===== src/rtl/axi4_lite_crossbar_n_if.sv =====
// Bus bundle for the 1-manager / N-subordinate AXI4-Lite crossbar.
// The slave modport is the crossbar's view; the master modport is the environment's view.
interface axi4_lite_crossbar_n_if #(
  parameter int unsigned NUM_S      = 4,
  parameter int unsigned WIDTH      = 32,
  parameter int unsigned ADDR_WIDTH = 32
);
  logic                    m_awvalid;
  logic                    m_awready;
  logic [ADDR_WIDTH-1:0]   m_awaddr;
  logic                    m_wvalid;
  logic                    m_wready;
  logic [WIDTH-1:0]        m_wdata;
  logic [WIDTH/8-1:0]      m_wstrb;
  logic                    m_bvalid;
  logic                    m_bready;
  logic [1:0]              m_bresp;
  logic                    m_arvalid;
  logic                    m_arready;
  logic [ADDR_WIDTH-1:0]   m_araddr;
  logic                    m_rvalid;
  logic                    m_rready;
  logic [WIDTH-1:0]        m_rdata;
  logic [1:0]              m_rresp;

  logic [NUM_S-1:0]        s_awvalid;
  logic [NUM_S-1:0]        s_awready;
  logic [NUM_S-1:0]        s_wvalid;
  logic [NUM_S-1:0]        s_wready;
  logic [NUM_S-1:0]        s_bvalid;
  logic [NUM_S-1:0]        s_bready;
  logic [NUM_S-1:0]        s_arvalid;
  logic [NUM_S-1:0]        s_arready;
  logic [NUM_S-1:0]        s_rvalid;
  logic [NUM_S-1:0]        s_rready;
  logic [ADDR_WIDTH-1:0]   s_addr;
  logic [WIDTH-1:0]        s_wdata;
  logic [WIDTH/8-1:0]      s_wstrb;
  logic [2*NUM_S-1:0]      s_bresp;
  logic [2*NUM_S-1:0]      s_rresp;
  logic [WIDTH*NUM_S-1:0]  s_rdata;

  modport slave (
    input  m_awvalid, m_awaddr, m_wvalid, m_wdata, m_wstrb, m_bready,
    input  m_arvalid, m_araddr, m_rready,
    output m_awready, m_wready, m_bvalid, m_bresp, m_arready, m_rvalid, m_rdata, m_rresp,
    input  s_awready, s_wready, s_bvalid, s_bresp, s_arready, s_rvalid, s_rresp, s_rdata,
    output s_awvalid, s_wvalid, s_bready, s_arvalid, s_rready, s_addr, s_wdata, s_wstrb
  );

  modport master (
    output m_awvalid, m_awaddr, m_wvalid, m_wdata, m_wstrb, m_bready,
    output m_arvalid, m_araddr, m_rready,
    input  m_awready, m_wready, m_bvalid, m_bresp, m_arready, m_rvalid, m_rdata, m_rresp,
    output s_awready, s_wready, s_bvalid, s_bresp, s_arready, s_rvalid, s_rresp, s_rdata,
    input  s_awvalid, s_wvalid, s_bready, s_arvalid, s_rready, s_addr, s_wdata, s_wstrb
  );
endinterface


===== src/rtl/axi4_lite_crossbar_n.sv =====
// 1-manager / N-subordinate AXI4-Lite crossbar: one transaction in flight, per-port address
// windows, DECERR for unmapped addresses, SLVERR on subordinate timeout, fair read/write arbitration.
module axi4_lite_crossbar_n #(
  parameter int unsigned                 NUM_S        = 4,
  parameter int unsigned                 WIDTH        = 32,
  parameter int unsigned                 ADDR_WIDTH   = 32,
  parameter logic [NUM_S*32-1:0]         S_ADDR_WIDTH = {NUM_S{32'd8}},
  parameter logic [NUM_S*ADDR_WIDTH-1:0] S_BASE_ADDR  = '0,
  parameter int unsigned                 TIMEOUT      = 255
) (
  input logic                   clk,
  input logic                   rst_n,
  axi4_lite_crossbar_n_if.slave bus
);

  localparam int unsigned TW       = (TIMEOUT > 1) ? $clog2(TIMEOUT + 1) : 1;
  localparam logic [TW-1:0] TMO_LAST = TW'((TIMEOUT > 0) ? TIMEOUT - 1 : 0);
  localparam bit          TMO_EN   = (TIMEOUT != 0);

  localparam logic [1:0] RESP_SLVERR = 2'b10;
  localparam logic [1:0] RESP_DECERR = 2'b11;

  typedef enum logic [2:0] {
    StIdle, StWrReq, StWrResp, StBOut, StRdReq, StRdResp, StROut
  } state_e;

  state_e               r_state;
  logic                 r_live;
  logic                 r_rd_first;
  logic [TW-1:0]        r_tmo;
  logic [NUM_S-1:0]     r_oh;
  logic [NUM_S-1:0]     r_s_awvalid;
  logic [NUM_S-1:0]     r_s_wvalid;
  logic [NUM_S-1:0]     r_s_bready;
  logic [NUM_S-1:0]     r_s_arvalid;
  logic [NUM_S-1:0]     r_s_rready;
  logic [ADDR_WIDTH-1:0] r_addr;
  logic [WIDTH-1:0]     r_wdata;
  logic [WIDTH/8-1:0]   r_wstrb;
  logic                 r_bvalid;
  logic [1:0]           r_bresp;
  logic                 r_rvalid;
  logic [1:0]           r_rresp;
  logic [WIDTH-1:0]     r_rdata;

  logic                  w_wr_elig;
  logic                  w_rd_elig;
  logic                  w_grant_rd;
  logic                  w_grant_wr;
  logic                  w_idle;
  logic [ADDR_WIDTH-1:0] w_addr;
  logic [NUM_S-1:0]      w_hit_oh;
  logic                  w_hit;
  logic                  w_aw_hs;
  logic                  w_w_hs;
  logic                  w_aw_pend;
  logic                  w_w_pend;
  logic                  w_b_hs;
  logic                  w_ar_hs;
  logic                  w_r_hs;
  logic                  w_tmo;
  logic [1:0]            w_sel_bresp;
  logic [1:0]            w_sel_rresp;
  logic [WIDTH-1:0]      w_sel_rdata;

  // Bits at or above the window width take part in the base-address compare.
  function automatic logic [ADDR_WIDTH-1:0] win_mask(input int unsigned aw);
    logic [ADDR_WIDTH-1:0] m;
    for (int unsigned b = 0; b < ADDR_WIDTH; b++) m[b] = (b >= aw);
    return m;
  endfunction

  assign w_wr_elig  = bus.m_awvalid & bus.m_wvalid;
  assign w_rd_elig  = bus.m_arvalid;
  assign w_grant_rd = w_rd_elig & (~w_wr_elig | r_rd_first);
  assign w_grant_wr = w_wr_elig & ~w_grant_rd;
  assign w_idle     = (r_state == StIdle) & r_live;
  assign w_addr     = w_grant_rd ? bus.m_araddr : bus.m_awaddr;

  // Scan high to low so the lowest matching index wins on overlapping windows.
  always_comb begin
    w_hit_oh = '0;
    for (int i = NUM_S - 1; i >= 0; i--) begin
      if (((w_addr ^ S_BASE_ADDR[ADDR_WIDTH*i +: ADDR_WIDTH]) &
           win_mask(S_ADDR_WIDTH[32*i +: 32])) == '0) begin
        w_hit_oh    = '0;
        w_hit_oh[i] = 1'b1;
      end
    end
  end
  assign w_hit = |w_hit_oh;

  always_comb begin
    w_sel_bresp = '0;
    w_sel_rresp = '0;
    w_sel_rdata = '0;
    for (int i = 0; i < NUM_S; i++) begin
      if (r_oh[i]) begin
        w_sel_bresp |= bus.s_bresp[2*i +: 2];
        w_sel_rresp |= bus.s_rresp[2*i +: 2];
        w_sel_rdata |= bus.s_rdata[WIDTH*i +: WIDTH];
      end
    end
  end

  assign w_aw_hs   = |(r_s_awvalid & bus.s_awready);
  assign w_w_hs    = |(r_s_wvalid & bus.s_wready);
  assign w_aw_pend = (|r_s_awvalid) & ~w_aw_hs;
  assign w_w_pend  = (|r_s_wvalid) & ~w_w_hs;
  assign w_b_hs    = |(r_s_bready & bus.s_bvalid);
  assign w_ar_hs   = |(r_s_arvalid & bus.s_arready);
  assign w_r_hs    = |(r_s_rready & bus.s_rvalid);
  assign w_tmo     = TMO_EN && (r_tmo == TMO_LAST);

  always_ff @(posedge clk or negedge rst_n) begin
    if (!rst_n) begin
      r_state     <= StIdle;
      r_live      <= 1'b0;
      r_rd_first  <= 1'b1;
      r_tmo       <= '0;
      r_oh        <= '0;
      r_s_awvalid <= '0;
      r_s_wvalid  <= '0;
      r_s_bready  <= '0;
      r_s_arvalid <= '0;
      r_s_rready  <= '0;
      r_addr      <= '0;
      r_wdata     <= '0;
      r_wstrb     <= '0;
      r_bvalid    <= 1'b0;
      r_bresp     <= '0;
      r_rvalid    <= 1'b0;
      r_rresp     <= '0;
      r_rdata     <= '0;
    end else begin
      r_live <= 1'b1;
      r_tmo  <= '0;
      unique case (r_state)
        StIdle: begin
          if (w_idle && w_wr_elig && w_rd_elig) r_rd_first <= ~r_rd_first;
          if (w_idle && w_grant_wr) begin
            r_addr  <= bus.m_awaddr;
            r_wdata <= bus.m_wdata;
            r_wstrb <= bus.m_wstrb;
            r_oh    <= w_hit_oh;
            if (w_hit) begin
              r_s_awvalid <= w_hit_oh;
              r_s_wvalid  <= w_hit_oh;
              r_state     <= StWrReq;
            end else begin
              r_bresp  <= RESP_DECERR;
              r_bvalid <= 1'b1;
              r_state  <= StBOut;
            end
          end else if (w_idle && w_grant_rd) begin
            r_addr <= bus.m_araddr;
            r_oh   <= w_hit_oh;
            if (w_hit) begin
              r_s_arvalid <= w_hit_oh;
              r_state     <= StRdReq;
            end else begin
              r_rresp  <= RESP_DECERR;
              r_rdata  <= '0;
              r_rvalid <= 1'b1;
              r_state  <= StROut;
            end
          end
        end
        StWrReq: begin
          if (!w_aw_pend && !w_w_pend) begin
            r_s_awvalid <= '0;
            r_s_wvalid  <= '0;
            r_s_bready  <= r_oh;
            r_state     <= StWrResp;
          end else if (w_tmo) begin
            r_s_awvalid <= '0;
            r_s_wvalid  <= '0;
            r_bresp     <= RESP_SLVERR;
            r_bvalid    <= 1'b1;
            r_state     <= StBOut;
          end else begin
            if (w_aw_hs) r_s_awvalid <= '0;
            if (w_w_hs) r_s_wvalid <= '0;
            r_tmo <= r_tmo + 1'b1;
          end
        end
        StWrResp: begin
          if (w_b_hs || w_tmo) begin
            r_s_bready <= '0;
            r_bresp    <= w_b_hs ? w_sel_bresp : RESP_SLVERR;
            r_bvalid   <= 1'b1;
            r_state    <= StBOut;
          end else begin
            r_tmo <= r_tmo + 1'b1;
          end
        end
        StBOut: begin
          if (bus.m_bready) begin
            r_bvalid <= 1'b0;
            r_state  <= StIdle;
          end
        end
        StRdReq: begin
          if (w_ar_hs) begin
            r_s_arvalid <= '0;
            r_s_rready  <= r_oh;
            r_state     <= StRdResp;
          end else if (w_tmo) begin
            r_s_arvalid <= '0;
            r_rresp     <= RESP_SLVERR;
            r_rdata     <= '0;
            r_rvalid    <= 1'b1;
            r_state     <= StROut;
          end else begin
            r_tmo <= r_tmo + 1'b1;
          end
        end
        StRdResp: begin
          if (w_r_hs || w_tmo) begin
            r_s_rready <= '0;
            r_rresp    <= w_r_hs ? w_sel_rresp : RESP_SLVERR;
            r_rdata    <= w_r_hs ? w_sel_rdata : '0;
            r_rvalid   <= 1'b1;
            r_state    <= StROut;
          end else begin
            r_tmo <= r_tmo + 1'b1;
          end
        end
        StROut: begin
          if (bus.m_rready) begin
            r_rvalid <= 1'b0;
            r_state  <= StIdle;
          end
        end
        default: r_state <= StIdle;
      endcase
    end
  end

  // Address-phase readies are combinational so acceptance happens in the request cycle.
  assign bus.m_awready = w_idle & w_grant_wr;
  assign bus.m_wready  = w_idle & w_grant_wr;
  assign bus.m_arready = w_idle & w_grant_rd;
  assign bus.m_bvalid  = r_bvalid;
  assign bus.m_bresp   = r_bresp;
  assign bus.m_rvalid  = r_rvalid;
  assign bus.m_rresp   = r_rresp;
  assign bus.m_rdata   = r_rdata;

  assign bus.s_awvalid = r_s_awvalid;
  assign bus.s_wvalid  = r_s_wvalid;
  assign bus.s_bready  = r_s_bready;
  assign bus.s_arvalid = r_s_arvalid;
  assign bus.s_rready  = r_s_rready;
  assign bus.s_addr    = r_addr;
  assign bus.s_wdata   = r_wdata;
  assign bus.s_wstrb   = r_wstrb;

endmodule

===== src/flat_wrapper.sv =====
// flat-port wrapper written by rule: the top's interface ports become plain ports
module axi4_lite_crossbar_n_flat 
#(
  parameter int unsigned                 NUM_S        = 4,
  parameter int unsigned                 WIDTH        = 32,
  parameter int unsigned                 ADDR_WIDTH   = 32,
  parameter logic [NUM_S*32-1:0]         S_ADDR_WIDTH = {NUM_S{32'd8}},
  parameter logic [NUM_S*ADDR_WIDTH-1:0] S_BASE_ADDR  = '0,
  parameter int unsigned                 TIMEOUT      = 255
)
  (clk, rst_n, bus_m_awvalid, bus_m_awaddr, bus_m_wvalid, bus_m_wdata, bus_m_wstrb, bus_m_bready, bus_m_arvalid, bus_m_araddr, bus_m_rready, bus_m_awready, bus_m_wready, bus_m_bvalid, bus_m_bresp, bus_m_arready, bus_m_rvalid, bus_m_rdata, bus_m_rresp, bus_s_awready, bus_s_wready, bus_s_bvalid, bus_s_bresp, bus_s_arready, bus_s_rvalid, bus_s_rresp, bus_s_rdata, bus_s_awvalid, bus_s_wvalid, bus_s_bready, bus_s_arvalid, bus_s_rready, bus_s_addr, bus_s_wdata, bus_s_wstrb);
  axi4_lite_crossbar_n_if #(.NUM_S(NUM_S), .WIDTH(WIDTH), .ADDR_WIDTH(ADDR_WIDTH)) bus_i ();
  input logic clk;
  input logic rst_n;
  input wire logic [$bits(bus_i.m_awvalid)-1:0] bus_m_awvalid;
  input wire logic [$bits(bus_i.m_awaddr)-1:0] bus_m_awaddr;
  input wire logic [$bits(bus_i.m_wvalid)-1:0] bus_m_wvalid;
  input wire logic [$bits(bus_i.m_wdata)-1:0] bus_m_wdata;
  input wire logic [$bits(bus_i.m_wstrb)-1:0] bus_m_wstrb;
  input wire logic [$bits(bus_i.m_bready)-1:0] bus_m_bready;
  input wire logic [$bits(bus_i.m_arvalid)-1:0] bus_m_arvalid;
  input wire logic [$bits(bus_i.m_araddr)-1:0] bus_m_araddr;
  input wire logic [$bits(bus_i.m_rready)-1:0] bus_m_rready;
  output wire logic [$bits(bus_i.m_awready)-1:0] bus_m_awready;
  output wire logic [$bits(bus_i.m_wready)-1:0] bus_m_wready;
  output wire logic [$bits(bus_i.m_bvalid)-1:0] bus_m_bvalid;
  output wire logic [$bits(bus_i.m_bresp)-1:0] bus_m_bresp;
  output wire logic [$bits(bus_i.m_arready)-1:0] bus_m_arready;
  output wire logic [$bits(bus_i.m_rvalid)-1:0] bus_m_rvalid;
  output wire logic [$bits(bus_i.m_rdata)-1:0] bus_m_rdata;
  output wire logic [$bits(bus_i.m_rresp)-1:0] bus_m_rresp;
  input wire logic [$bits(bus_i.s_awready)-1:0] bus_s_awready;
  input wire logic [$bits(bus_i.s_wready)-1:0] bus_s_wready;
  input wire logic [$bits(bus_i.s_bvalid)-1:0] bus_s_bvalid;
  input wire logic [$bits(bus_i.s_bresp)-1:0] bus_s_bresp;
  input wire logic [$bits(bus_i.s_arready)-1:0] bus_s_arready;
  input wire logic [$bits(bus_i.s_rvalid)-1:0] bus_s_rvalid;
  input wire logic [$bits(bus_i.s_rresp)-1:0] bus_s_rresp;
  input wire logic [$bits(bus_i.s_rdata)-1:0] bus_s_rdata;
  output wire logic [$bits(bus_i.s_awvalid)-1:0] bus_s_awvalid;
  output wire logic [$bits(bus_i.s_wvalid)-1:0] bus_s_wvalid;
  output wire logic [$bits(bus_i.s_bready)-1:0] bus_s_bready;
  output wire logic [$bits(bus_i.s_arvalid)-1:0] bus_s_arvalid;
  output wire logic [$bits(bus_i.s_rready)-1:0] bus_s_rready;
  output wire logic [$bits(bus_i.s_addr)-1:0] bus_s_addr;
  output wire logic [$bits(bus_i.s_wdata)-1:0] bus_s_wdata;
  output wire logic [$bits(bus_i.s_wstrb)-1:0] bus_s_wstrb;
  assign bus_i.m_awvalid = bus_m_awvalid;
  assign bus_i.m_awaddr = bus_m_awaddr;
  assign bus_i.m_wvalid = bus_m_wvalid;
  assign bus_i.m_wdata = bus_m_wdata;
  assign bus_i.m_wstrb = bus_m_wstrb;
  assign bus_i.m_bready = bus_m_bready;
  assign bus_i.m_arvalid = bus_m_arvalid;
  assign bus_i.m_araddr = bus_m_araddr;
  assign bus_i.m_rready = bus_m_rready;
  assign bus_m_awready = bus_i.m_awready;
  assign bus_m_wready = bus_i.m_wready;
  assign bus_m_bvalid = bus_i.m_bvalid;
  assign bus_m_bresp = bus_i.m_bresp;
  assign bus_m_arready = bus_i.m_arready;
  assign bus_m_rvalid = bus_i.m_rvalid;
  assign bus_m_rdata = bus_i.m_rdata;
  assign bus_m_rresp = bus_i.m_rresp;
  assign bus_i.s_awready = bus_s_awready;
  assign bus_i.s_wready = bus_s_wready;
  assign bus_i.s_bvalid = bus_s_bvalid;
  assign bus_i.s_bresp = bus_s_bresp;
  assign bus_i.s_arready = bus_s_arready;
  assign bus_i.s_rvalid = bus_s_rvalid;
  assign bus_i.s_rresp = bus_s_rresp;
  assign bus_i.s_rdata = bus_s_rdata;
  assign bus_s_awvalid = bus_i.s_awvalid;
  assign bus_s_wvalid = bus_i.s_wvalid;
  assign bus_s_bready = bus_i.s_bready;
  assign bus_s_arvalid = bus_i.s_arvalid;
  assign bus_s_rready = bus_i.s_rready;
  assign bus_s_addr = bus_i.s_addr;
  assign bus_s_wdata = bus_i.s_wdata;
  assign bus_s_wstrb = bus_i.s_wstrb;
  axi4_lite_crossbar_n #(.NUM_S(NUM_S), .WIDTH(WIDTH), .ADDR_WIDTH(ADDR_WIDTH), .S_ADDR_WIDTH(S_ADDR_WIDTH), .S_BASE_ADDR(S_BASE_ADDR), .TIMEOUT(TIMEOUT)) u_core (.clk(clk), .rst_n(rst_n), .bus(bus_i));
endmodule

===== config.mk =====
export PLATFORM = sky130hd
export DESIGN_NAME = axi4_lite_crossbar_n_flat
export DESIGN_NICKNAME = d
export VERILOG_FILES = /design/src/rtl/axi4_lite_crossbar_n_if.sv /design/src/rtl/axi4_lite_crossbar_n.sv /design/src/flat_wrapper.sv
export SDC_FILE = /design/constraint.sdc
export NUM_CORES = 1
export LEC_CHECK = 0
export CAP_MARGIN = 10
export CORE_AREA = 2 2 157 159
export DETAILED_ROUTE_END_ITERATION = 7
export DIE_AREA = 0 0 159 161
export PLACE_DENSITY = 0.61
export SETUP_SLACK_MARGIN = 0.15
export SLEW_MARGIN = 30
export SYNTH_ARGS = -nofsm -noshare
export SYNTH_HDL_FRONTEND = slang
export SYNTH_SLANG_ARGS = --single-unit

===== constraint.sdc =====
create_clock -name clk -period 5.35 [get_ports clk]
set_input_delay 1.07 -clock clk [delete_from_list [all_inputs] [get_ports clk]]
set_output_delay 1.07 -clock clk [all_outputs]
set_load 0.05 [all_outputs]

==> results.cfg, run 1 <==
[status]
outcome = complete, no violations

[global_routing]
grt_pass1_wl_mm = 28.6
track_usage = 0.142
gr-total-overflow = 0
antenna_found_initial = 1
grt_max_degree = 87
first_global_vias = 5135

[critical_path]
reg2reg_slack_ns = 2.39
crit_arrival_ns = 3.01
critPathLaunchType = input port
end_kind = primary output
crit_required_ns = 4.28
r2r-end = u_core.bus.m_rdata[5]$_DFFE_PN0P_
r2r_start = u_core.r_rd_first$_DFFE_PN1P_
crit_fanout = 5
reg2reg_depth = 8
crit_type = in -> out
setup.worst_path.start = bus_m_arvalid

[cells_and_area]
drive_above_1_share = 0.0624
diodes = 0
layout_commonest_cell = clkdlybuf4s50_1
syn_to_final_growth_pct = 63.9
final_cell_area_um2 = 8910
fin_nets = 1077
final_cell_mix = clkdlybuf4s50_1 (258), nand2_1 (154), dfrtp_1 (124)

[pwr]
p_sw_frac = 0.442
clock_power_share = 0.248
p_int_mw = 2.62
p_leak_nw = 3.88
worst_ir_drop_vdd_mv = 0.335
p_total_mw = 4.70
p_sw_mw = 2.08
seqPwrFrac = 0.300
combPwrFrac = 0.451
cellPowerDensity_nw_per_um2 = 528

[run]
cap_viol_max_count = 0

[timing]
finalMaxSlewViolations = 0
rsz0062_at_grt = no
setup_violations = 0
fin_tns_setup_ns = 0
worstMarginPinSlew_ns = 0.824
fin_crit_ns = 4.08
hold_viol_final = 0
fin_skew_ns = 0.0108
maxSlewHeadroom = 0.450
period_share = 0.763
fmax_ghz = 0.245

[cts]
clk_latency_ns = 0.41
ctsHoldBuffers = 0
cts_setup_buffers = 0
cts.clk_slew.worst_paths_ns = 0.06
cts_tree = built
cts_htree_levels = 4
cts_inserted_buffers = 17
post_cts_resized = 0
cts_root_buf = clkbuf_16
max-clock-path-buffers = 2
cts_num_sinks = 125

[synth]
synth_top_area_cell = dfrtp_1
synthTopCellsByArea = dfrtp_1 (57%), nand2_1 (11%), a22o_1 (5.6%)
yosys_warnings = 0
async_flop_share = 1.00
synth_area_per_cell_um2 = 9.85
yosysUniqueCellTypes = 48
netlist_instances = 552
syn_area_um2 = 5440
synth_top_flop_cell = dfrtp_1
yosys.area.top_type_share = 0.571
ys_seq_elements = 125
seq_area_frac_synth = 0.575
synth-edff-count = 0

[detailed_routing]
via_count = 4977
drt_wl_total_mm = 18.0
dr_wl_met2_mm = 8.07
wl_per_cell_um = 15.7
drc = 0
drt-vias-per-instance = 4.36
drtIter0Drc = 305
drtPass1Iterations = 5
top_layer_used = met5
met1Wirelength_mm = 7.90
wl_met3_mm = 1.63
drtAntennaViolNets = 0

[placement]
hpwl_mm = 12.7
gp_congestion = 0.815
placed_area_um2 = 8320
portBuffers = 261

[hold_path]
hp-start = u_core.bus.s_wdata[14]$_DFFE_PN0P_
hp-class = reg -> reg
whs_endpoint = u_core.bus.s_wdata[14]$_DFFE_PN0P_
holdPathStages = 2

[die]
fp.dieH_um = 161
io_pins = 400
die_w_um = 159
core_region_area_um2 = 24000
die_area_um2 = 25600
initial_core_util = 0.227
rows = 57
==> state kept, by name, indices dropped and copies added, names as in the netlist, 2 cells and up <==
name,cells
u_core.bus.m_bresp,2
u_core.r_tmo,8
u_core.bus.s_addr,32
u_core.bus.m_rdata,32
u_core.bus.s_wstrb,4
u_core.r_state,3
u_core.bus.s_wdata,32
u_core.bus.m_rresp,2
==> layout make-up <==
| type | count | area, um^2 |
|---|---|---|
| tap | 324 | 405 |
| clock buffer | 18 | 429 |
| sequential | 125 | 3130 |
| multi-input combinational | 381 | 2060 |
| fill | 2423 | 15100 |
| inverter | 10 | 37.5 |
| clock inverter | 14 | 159 |
| timing repair buffer | 269 | 2690 |
==> worst max path at each step <==
stage / end / slack (ns)
after floorplan: bus_m_wready / 1.64
after global placement: u_core.bus.m_rdata[10]$_DFFE_PN0P_ / 0.88
after detailed placement: u_core.bus.m_rdata[7]$_DFFE_PN0P_ / 0.89
after CTS: bus_m_arready / 1.24
after global routing: u_core.bus.m_rdata[10]$_DFFE_PN0P_ / 1.08
final: bus_m_arready / 1.27
==> logic make-up after synthesis <==
kind of cell,synth area share
adders and majority gates,0.00460
other,0.00138
muxes,0.00782
DFF,0.575
AOI/OAI and AO/OA,0.167
xor gates and xnor gates,0.0113
buffers and inverters,0.0578
and+or+nand+nor,0.175
==> Yosys cell counts (all sizes together), types with 2 or more instances <==
cell type,number
clkbuf,28
a22o,35
conb,2
and3,4
o21ai,43
a311oi,2
a21oi,10
nand4,5
a32oi,2
o21a,2
nand2,155
nand4b,2
a222oi,2
dfrtp,124
xor2,5
xnor2,2
nor3,5
mux2i,2
inv,10
buf,22
nor3b,3
nor2,14
o22ai,31
nor4,12
nand3b,2
and4,3
nor2b,3
a32o,2
mux2,2
ha,2
nand3,4
==> power by group through the flow <==
stage / Combinational, mW / Clock, mW / Sequential [mW]
after floorplan: 0.574 / 0 / 2.22
after global placement: 2.13 / 0 / 1.42
after detailed placement: 2.14 / 0 / 1.42
after CTS: 2.14 / 1.21 / 1.41
after global routing: 2.26 / 1.25 / 1.45
final: 2.12 / 1.17 / 1.41
==> layer usage <==
metal,vias up,GRT usage
li1,2414,-
met1,2357,0.178
met2,181,0.217
met3,23,0.0665
met4,2,0.0426
met5,-,0
==> through the flow <==
stage / cells / hold WS (ns) / utilization / setup WS, ns
final: 1141 / 0.469 / 0.372 / 1.27
after global routing: 1141 / 0.492 / 0.372 / 1.08
after CTS: 1141 / 0.476 / 0.372 / 1.24
after detailed placement: 1109 / 0.461 / 0.347 / 0.891
after global placement: 1109 / 0.457 / 0.347 / 0.878
after floorplan: 566 / 0.476 / - / 1.64
==> critical path: stages <==
cell and delay, ns:
clkdlybuf4s50_1 0.57, o21a_1 0.22, and3_1 0.30, clkdlybuf4s50_1 0.85
Power figures use the tool's default switching activity.
==> run 2, diff against run 1 <==
--- a/config.mk
+++ b/config.mk
@@ -9,7 +9,7 @@
 export CORE_AREA = 2 2 157 159
 export DETAILED_ROUTE_END_ITERATION = 7
 export DIE_AREA = 0 0 159 161
-export PLACE_DENSITY = 0.61
+export PLACE_DENSITY = 0.64
 export SETUP_SLACK_MARGIN = 0.15
 export SLEW_MARGIN = 30
 export SYNTH_ARGS = -nofsm -noshare
==> constraint.sdc (replaced) <==
create_clock -name clk -period 3.6 [get_ports clk]
set_input_delay 0.72 -clock clk [delete_from_list [all_inputs] [get_ports clk]]
set_output_delay 0.72 -clock clk [all_outputs]
set_load 0.05 [all_outputs]
==> run 2 against run 1 <==
First-iteration DRC count shrank 19%. Sequential power grew 48%. Routed wire length grew 0.43%. Non-clock buffer count grew 4. Count of clock-buffer cells in the layout grew 2. Utilization grew 0.078 points. Highest routed layer is now met4.
==> results.cfg, run 2 (synthesis gave the netlist of run 1 again) <==
[timing]
worstMarginPinSlew_ns = 0.769
finalMaxSlewViolations = 0
fin_crit_ns = 2.99
period_share = 0.831
worst_slack_ns = 0.609
fmax_ghz = 0.334
maxSlewHeadroom = 0.487
hold_viol_final = 0
setup_violations = 0
rsz0062_at_grt = no
fin_skew_ns = 0.00989
fin_tns_setup_ns = 0

[run]
cap_viol_max_count = 0

[cells_and_area]
syn_to_final_growth_pct = 64.2
drive_above_1_share = 0.0659
layout_commonest_cell = clkdlybuf4s50_1
fin_nets = 1081
final_cell_mix = clkdlybuf4s50_1 (257), nand2_1 (154), dfrtp_1 (124)
diodes = 0
fillers = 2448

[status]
outcome = complete, no violations

[global_routing]
track_usage = 0.141
gr-total-overflow = 0
grt_max_degree = 70
first_global_vias = 5057
antenna_found_initial = 0
grt_pass1_wl_mm = 28.5

[cts]
max-clock-path-buffers = 2
cts_tree = built
cts_inserted_buffers = 17
clk_latency_ns = 0.41
post_cts_resized = 0
cts_num_sinks = 125
cts.clk_slew.worst_paths_ns = 0.06
cts_root_buf = clkbuf_16
ctsHoldBuffers = 0
cts_setup_buffers = 0
cts_htree_levels = 4

[critical_path]
critPathLaunchType = input port
crit_required_ns = 2.88
crit_fanout = 31
r2r_start = u_core.r_state[2]$_DFFE_PN0P_
setup.worst_path.start = bus_m_awvalid
end_kind = primary output
crit_type = in -> out
crit_arrival_ns = 2.27

[detailed_routing]
drtIter0Drc = 247
drtPass1Iterations = 4
drt-vias-per-instance = 4.34
wl_per_cell_um = 15.8
via_count = 4970
drc = 0
drtAntennaViolNets = 0
drt_wl_total_mm = 18.0

[pwr]
combPwrFrac = 0.457
p_sw_mw = 3.04
clock_power_share = 0.242
worst_ir_drop_vdd_mv = 0.465
p_sw_frac = 0.437
p_int_mw = 3.91
cellPowerDensity_nw_per_um2 = 778
p_leak_nw = 3.89
seqPwrFrac = 0.301

[die]
fp.dieH_um = 161
initial_core_util = 0.227
core_region_area_um2 = 24000
rows = 57
die_w_um = 159
die_area_um2 = 25600
io_pins = 400

[placement]
gp_congestion = 0.846
hpwl_mm = 12.9
portBuffers = 261
place_ws_ns = 0.412

[hold_path]
hp-class = in -> async
[run 2: cell count changes in the layout (fill, tap and decap cells not counted), sizes merged]
cell	delta
buf	+5
clkbuf	+2
clkdlybuf4s50	-1
clkinv	+2
clkinvlp	+1
inv	-6
[run 2: stage by stage]
| stage | instance area, um^2 | total power [mW] | cells | hold slack, ns | util |
|---|---|---|---|---|---|
| final | 8930 | 6.95 | 1144 | 0.312 | 0.373 |
| after global routing | 8930 | 7.33 | 1144 | 0.356 | 0.373 |
| after CTS | 8930 | 7.04 | 1144 | 0.339 | 0.373 |
| after detailed placement | 8360 | 5.31 | 1113 | 0.463 | 0.349 |
| after floorplan | 5490 | 4.15 | 566 | 0.424 | - |
| after global placement | 8360 | 5.28 | 1113 | 0.458 | 0.349 |
[run 2: worst paths after layout]
kind,to,slack [ns],cells past startpoint
min in group clk,u_core.bus.s_wdata[17]$_DFFE_PN0P_,0.47,2
max in group asynchronous,u_core.bus.s_wdata[0]$_DFFE_PN0P_,2.53,2
max reg2reg,u_core.bus.s_addr[26]$_DFFE_PN0P_,1.17,7
min reg2reg,u_core.bus.s_wdata[17]$_DFFE_PN0P_,0.47,2
min,u_core.bus.m_rdata[20]$_DFFE_PN0P_,0.31,1
max,bus_m_wready,0.61,7
[run 2: per-layer routing]
layer  up-vias  GRT usage  share of wire  wire, um
met5         -          0              0         0
li1       2420          -              -         -
met4         0     0.0471          0.016       295
met2       176      0.225           0.47      8430
met3        22     0.0442          0.068      1220
met1      2352      0.182           0.45      8080
[run 2: area by class of cell]
class	instances	area, um^2	share of cell area
Inverter	10	37.5	0.00420
Multi-Input combinational cell	381	2060	0.230
Tap cell	324	405	0.0454
Clock inverter	11	120	0.0134
Clock buffer	20	447	0.0500
Timing Repair Buffer	273	2730	0.306
Sequential cell	125	3130	0.350
[run 2: worst max-delay path, cell delays in order]
cell             delay [ns]
clkdlybuf4s50_1        0.46
nand2_1                0.08
o21ai_2                0.15
buf_4                  0.36
nand2_2                0.12
inv_1                  0.21
buf_12                 0.17
[run 2: power by group through the flow]
| stage | Combinational [mW] | Sequential [mW] | Clock [mW] |
|---|---|---|---|
| after CTS | 3.20 | 2.10 | 1.74 |
| after global placement | 3.18 | 2.10 | 0 |
| after global routing | 3.37 | 2.16 | 1.80 |
| after floorplan | 0.853 | 3.30 | 0 |
| final | 3.18 | 2.09 | 1.68 |
| after detailed placement | 3.20 | 2.11 | 0 |
